### config.mk
export PLATFORM = sky130hd
export DESIGN_NAME = adder_arbiter
export DESIGN_NICKNAME = d
export VERILOG_FILES = /design/src/rtl/adder_arbiter.sv
export SDC_FILE = /design/constraint.sdc
export NUM_CORES = 1
export LEC_CHECK = 0
export ABC_AREA = 1
export CAP_MARGIN = 20
export CORE_AREA = 2 2 121 123
export DETAILED_ROUTE_END_ITERATION = 8
export DIE_AREA = 0 0 123 125
export PLACE_DENSITY = 0.9
export RECOVER_POWER = 25
export SYNTH_ARGS = -nofsm -noshare
export SYNTH_HDL_FRONTEND = slang
export SYNTH_SLANG_ARGS = --single-unit
### constraint.sdc
create_clock -name clk -period 4.6 [get_ports clk]
set_input_delay 1.15 -clock clk [delete_from_list [all_inputs] [get_ports clk]]
set_output_delay 1.15 -clock clk [all_outputs]
set_load 0.02 [all_outputs]
### src/rtl/adder_arbiter.sv
// Round-robin arbiter sharing one carry-select adder between two requesters.
// Optional grant statistics enabled by defining ADDER_ARB_STATS_EN.
module N_bitadder #(
   parameter int N = 32
) (
   input  logic [N-1:0] a,
   input  logic [N-1:0] b,
   output logic [N-1:0] s,
   output logic         cout
);
   localparam int H = N / 2;

   logic [H:0] lo;
   logic [H:0] hi0;
   logic [H:0] hi1;

   // Upper half is computed for both carry-in values and selected late.
   assign lo  = {1'b0, a[H-1:0]} + {1'b0, b[H-1:0]};
   assign hi0 = {1'b0, a[N-1:H]} + {1'b0, b[N-1:H]};
   assign hi1 = hi0 + {{H{1'b0}}, 1'b1};

   assign s    = {lo[H] ? hi1[H-1:0] : hi0[H-1:0], lo[H-1:0]};
   assign cout = lo[H] ? hi1[H] : hi0[H];
endmodule

module adder_arbiter #(
   parameter int N = 32
) (
   input  logic         clk,
   input  logic         rst,
   input  logic         req0_valid,
   output logic         req0_ready,
   input  logic [N-1:0] req0_a,
   input  logic [N-1:0] req0_b,
   input  logic         req1_valid,
   output logic         req1_ready,
   input  logic [N-1:0] req1_a,
   input  logic [N-1:0] req1_b,
   output logic         rsp_valid,
   input  logic         rsp_ready,
   output logic [N-1:0] rsp_sum,
   output logic         rsp_cout,
   output logic         rsp_id,
   output logic [15:0]  grant_cnt0,
   output logic [15:0]  grant_cnt1
);
   typedef enum logic [1:0] {IDLE, EXEC, RESP} state_t;

   state_t       state;
   state_t       state_nxt;
   logic         prio;
   logic         gnt0;
   logic         gnt1;
   logic         acc0;
   logic         acc1;
   logic         acc;
   logic [N-1:0] op_a;
   logic [N-1:0] op_b;
   logic         op_id;
   logic [N-1:0] add_s;
   logic         add_c;

   always_comb begin
      gnt0 = 1'b0;
      gnt1 = 1'b0;
      case ({req1_valid, req0_valid})
         2'b01:   gnt0 = 1'b1;
         2'b10:   gnt1 = 1'b1;
         2'b11: begin
            gnt0 = ~prio;
            gnt1 = prio;
         end
         default: ;
      endcase
   end

   always_ff @(posedge clk or posedge rst) begin
      if (rst) state <= IDLE;
      else     state <= state_nxt;
   end

   always_comb begin
      state_nxt = state;
      unique case (state)
         IDLE:    if (acc) state_nxt = EXEC;
         EXEC:    state_nxt = RESP;
         RESP:    if (rsp_valid && rsp_ready) state_nxt = IDLE;
         default: state_nxt = IDLE;
      endcase
   end

   always_comb begin
      acc0 = 1'b0;
      acc1 = 1'b0;
      if (!rst && state == IDLE) begin
         acc0 = gnt0;
         acc1 = gnt1;
      end
      acc = acc0 | acc1;
   end

   assign req0_ready = acc0;
   assign req1_ready = acc1;

   N_bitadder #(.N(N)) u_add (
      .a    (op_a),
      .b    (op_b),
      .s    (add_s),
      .cout (add_c)
   );

   always_ff @(posedge clk or posedge rst) begin
      if (rst) begin
         op_a      <= '0;
         op_b      <= '0;
         op_id     <= 1'b0;
         prio      <= 1'b0;
         rsp_valid <= 1'b0;
         rsp_sum   <= '0;
         rsp_cout  <= 1'b0;
         rsp_id    <= 1'b0;
      end else begin
         if (acc) begin
            op_a  <= acc1 ? req1_a : req0_a;
            op_b  <= acc1 ? req1_b : req0_b;
            op_id <= acc1;
            prio  <= ~acc1;
         end
         if (state == EXEC) begin
            rsp_sum   <= add_s;
            rsp_cout  <= add_c;
            rsp_id    <= op_id;
            rsp_valid <= 1'b1;
         end else if (state == RESP && rsp_ready) begin
            rsp_valid <= 1'b0;
         end
      end
   end

`ifdef ADDER_ARB_STATS_EN
   always_ff @(posedge clk or posedge rst) begin
      if (rst) begin
         grant_cnt0 <= '0;
         grant_cnt1 <= '0;
      end else begin
         if (acc0 && grant_cnt0 != 16'hFFFF) grant_cnt0 <= grant_cnt0 + 16'd1;
         if (acc1 && grant_cnt1 != 16'hFFFF) grant_cnt1 <= grant_cnt1 + 16'd1;
      end
   end
`else
   assign grant_cnt0 = '0;
   assign grant_cnt1 = '0;
`endif
endmodule

; ---- Word level (Yosys, flattened, before mapping)
; Index checks and enable logic that the tools add are counted.
[classes]
n_addsub = 3
eq_ne = 7
n_mux = 13
bitwise_logic = 3
reduce_logical = 7
[ops]
columns = cell, n
row1 = $mux W32, 2
row2 = $add A16 B16 Y17, 2
row3 = $add A17 B1 Y17 const B, 1
row4 = $mux W16, 1
row5 = $eq A2 B2 Y1 const B, 3
row6 = $pmux W2 S3, 1
row7 = $mux W1, 5
row8 = $eq A2 B1 Y1 const B, 2
row9 = $mux W2, 2
row10 = $ne A2 B2 Y1 const B, 2
row11 = $pmux W1 S2, 2
row12 = $logic_and A1 B1 Y1, 3
row13 = $logic_not A2 Y1, 1
row14 = $not A1 Y1, 2
row15 = $reduce_and A2 Y1, 1
row16 = $reduce_bool A2 Y1, 1
row17 = $logic_not A1 Y1, 1
row18 = $or A1 B1 Y1, 1
[totals]
register_bits = 103
in_bits = 133
out_inout_bits = 69
word_cells = 42

; ---- Depth between registers and ports, before layout
[logic_depth]
word_depth = 6
ltp_mapped = 18
depth_no_buf = 18

; ---- Modules after synthesis
; Synthesis repeated with hierarchy kept, for this count alone.
[hier_totals]
hier_cells = 993
hier_area_um2 = 7482.2
[modules_own_cells]
columns = mod, n_inst, cells_each, area_per_inst_um2, seq_area_each_um2
row1 = adder_arbiter, 1, 547, 5082.4, 2577.5
row2 = N_bitadder, 1, 446, 2399.8, 0.0

; ---- Least setup slack after synthesis
; No wires, ideal clock.
[synth_path]
kind = input-to-output
start = input rst
end = output req0_ready
arrival_ps = 1955
required_time_ps = 3450
setup_slack_ps = 1495
path_stages = 4
path_buffers = 1
path_cell_list = nor3_1 -> inv_1 -> nor2_1 -> clkbuf_1
[synth_via]
elab_chain_cells = 3
[synth_lines]
columns = element, line_no
row1 = start: declaration, 30  ; input logic rst,
row2 = $logic_not A1 Y1 (no source line), n/a
row3 = $logic_and A1 B1 Y1, 95  ; if (!rst && state == IDLE) begin
row4 = $mux W1, 95
row5 = end: declaration, 32  ; output logic req0_ready,
; No other way between the ends.

; ---- Worst setup path after layout
[layout_path]
start = input rst
end = output req1_ready
[layout_via]
elab_chain_cells = 3
[layout_lines]
columns = element, line_no
row1 = $logic_not A1 Y1 (no source line), n/a
row2 = $logic_and A1 B1 Y1, 95
row3 = $mux W1, 95
row4 = end: declaration, 36  ; output logic req1_ready,
; No other way between the ends.

==> metrics.yaml <==
critPathBufInv: 3
final_cell_mix: "365 x nand2_1, 167 x clkdlybuf4s50_1, 103 x dfrtp_1"
post-route-min-period_ps: 3970
numCtsBuffers: 9
relSlewSlack_pct: -70.2
grtUsageTotal_pct: 22.6
clock_latency_ps: 350
endpoint_kind: "output pin"
io_buffers: 169
finalPower_w: 0.00612
core_um2: 14200
nNetsFinal: 1252
fin_ws_ps: 632
cp.arrival_ps: 2820
grt_use_met2_pct: 37.3
dieArea_um2: 15400
pwr_density_cell_nw_per_um2: 704
drt-vias-per-instance: 4.96
initial_core_util_pct: 46.9
peakVddDrop_mv: 0.273
seq_area_frac_synth_pct: 38.7
rsz0062_at_grt: "false"
hold_ws_ps: 483
rows: 44
grt_max_degree: 67
finalHoldViolCount: 0
tightest_slew_ps: 2540
cts_buffer_depth: 2
slew_violations: 98
avgSynthCellArea_um2: 7.19
postSynthCellCount: 927
grt_overflow: 0
worstHoldPathType: "reg2reg"
use_met1_pct: 30.4
post_cts_buffers: 0
ys_warn_count: 0
antenna_found_initial: 0
drv_cap: 2
cp_top_family: "buffers and inverters"
antenna-diode-count: 0
max_freq_ghz: 0.252
clk_pin_slew_ps: 60
grt_pass1_vias: 6137
p_leak_nw: 4.29
cp_cell_sequence: "dlygate4sd3_1 -> nor3_1 -> nand2_1 -> inv_2 -> clkdlybuf4s50_1"
ios: 202
worstPathMaxFanout: 4
layout_commonest_cell: "nand2_1"
drc: 0
fin_crit_sh_pct: 86.3
fin_skew_ps: 7.74
place_hpwl_um: 12700
gp_congestion: 0.876
pre_cts_slack_ps: 712
wire_per_inst_um: 13.0
cts_tree: "done"
cts_resized: 0
cts_hold_buf: 0
synth_ff_type: "dfrtp_1"
clkSinkCount: 103
syn_to_final_growth_pct: 30.4
use_met3_pct: 3.83
crit_slowest_cell: "clkdlybuf4s50_1"
grt.busiest_layer: "met2"
tns_ps: 0
grt_first_pass_wirelength_um: 28200
synth-seq-cells: 103
cts_root_buf: "clkbuf_16"
finalSetupViolCount: 0
htreeDepth: 3
num_vias: 6316
cp_data_required_time_ps: 3450
cp-start-kind: "input pin"
crit_type: "in2out"
ys_types: 42
drt_iter0_drc: 353
synth_edf_count: 0
routed_wl_um: 16600
slowest_delay_ps: 600
die_h_um: 125
drive_gt1_share_pct: 5.69
first_pass_iters: 4
violations: "capacitance limit, slew limit"
final_antenna_net_count: 0
syn_area_um2: 6670
die_x_um: 123
async_flop_share_pct: 100
outcome: "complete, but fails checks"
where the power goes:
part / internal, W / switching, W / leakage, nW
clock network: 0.000384 / 0.000346 / 0.125
registers: 0.00134 / 0.000279 / 1.27
logic: 0.00146 / 0.00231 / 2.90
total: 0.00319 / 0.00293 / 4.29
cell usage after synthesis (3+ instances only):
cell type / count / share of area, %
nand2_1: 365 / 21
dfrtp_1: 103 / 39
nand3_1: 96 / 7.2
inv_1: 77 / 4.3
nor2_1: 41 / 2.3
buf_4: 34 / 3.8
ha_1: 33 / 6.2
a21oi_1: 28 / 2.1
o21ai_0: 28 / 2.1
clkbuf_1: 19 / 1.1
nand2_2: 11 / 1.0
a31oi_1: 8 / 0.75
xor2_1: 8 / 1.1
nand4_1: 7 / 0.66
xnor2_1: 6 / 0.79
nand3_2: 5 / 0.75
nor2_2: 5 / 0.47
o21bai_1: 5 / 0.56
a21o_1: 4 / 0.45
buf_1: 4 / 0.23
nor3_1: 4 / 0.30
buf_2: 3 / 0.23
inv_2: 3 / 0.17
nand2_4: 3 / 0.51
nor2_4: 3 / 0.51
or2_2: 3 / 0.28
kinds of logic (layout without fill, tap and decap cells):
kind of cell / count (synthesis) / after routing / share of synthesized area [%]
AND/OR/NAND/NOR: 549 / 549 / 35.5
buffers and inverters: 141 / 272 / 10.0
flip-flops: 103 / 103 / 38.7
AO/OA/AOI/OAI: 84 / 84 / 7.15
adder cells (fa/ha/maj): 35 / 35 / 6.79
XOR/XNOR: 14 / 14 / 1.84
other: 1 / 32 / 0.0563
stage by stage:
step                std cells  utilization, %  cell area (um2)
finish                   1273            61.2             8690
global route             1273            61.2             8690
CTS                      1273            61.2             8700
detailed placement       1257            59.3             8420
global placement         1257            59.3             8420
floorplan                 958               -             6780
sequential cells by signal (all words and copies together) (netlist names):
| name | count |
|---|---|
| prio | 1 |
| state | 2 |
| rsp_valid | 1 |
| op_a | 32 |
| rsp_cout | 1 |
| rsp_id | 1 |
| op_id | 1 |
| rsp_sum | 32 |
| op_b | 32 |
final timing paths:
path / depth (start not counted) / to / startpoint / slack, ps
setup / recovery: 5 / req1_ready / rst / 630
hold / removal: 2 / rsp_sum[28] / rsp_sum[28] / 480
setup reg to reg: 6 / rsp_sum[25] / state[0] / 1540
hold reg to reg: 2 / rsp_sum[28] / rsp_sum[28] / 480
max in group asynchronous: 3 / op_a[22] / rst / 1380
min in group asynchronous: 2 / prio / rst / 1980
layout make-up:
class | instances | area (um2)
Multi-Input combinational cell | 714 | 3550
Sequential cell | 103 | 2580
Clock inverter | 4 | 31.3
Timing Repair Buffer | 176 | 1750
Inverter | 80 | 302
Fill cell | 1263 | 5510
Clock buffer | 12 | 246
Tap cell | 184 | 230
per-layer routing:
| metal | routed length, um | vias up |
|---|---|---|
| met2 | 7800 | 177 |
| met4 | 294 | 0 |
| li1 | - | 3202 |
| met3 | 851 | 17 |
| met5 | 0 | - |
| met1 | 7610 | 2920 |
worst min-delay path: cells and delay by family (launching register included):
family | cells | cell delay, ps
flops | 1 | 350
simple gates | 2 | 100
Power figures use the tool's default switching activity.
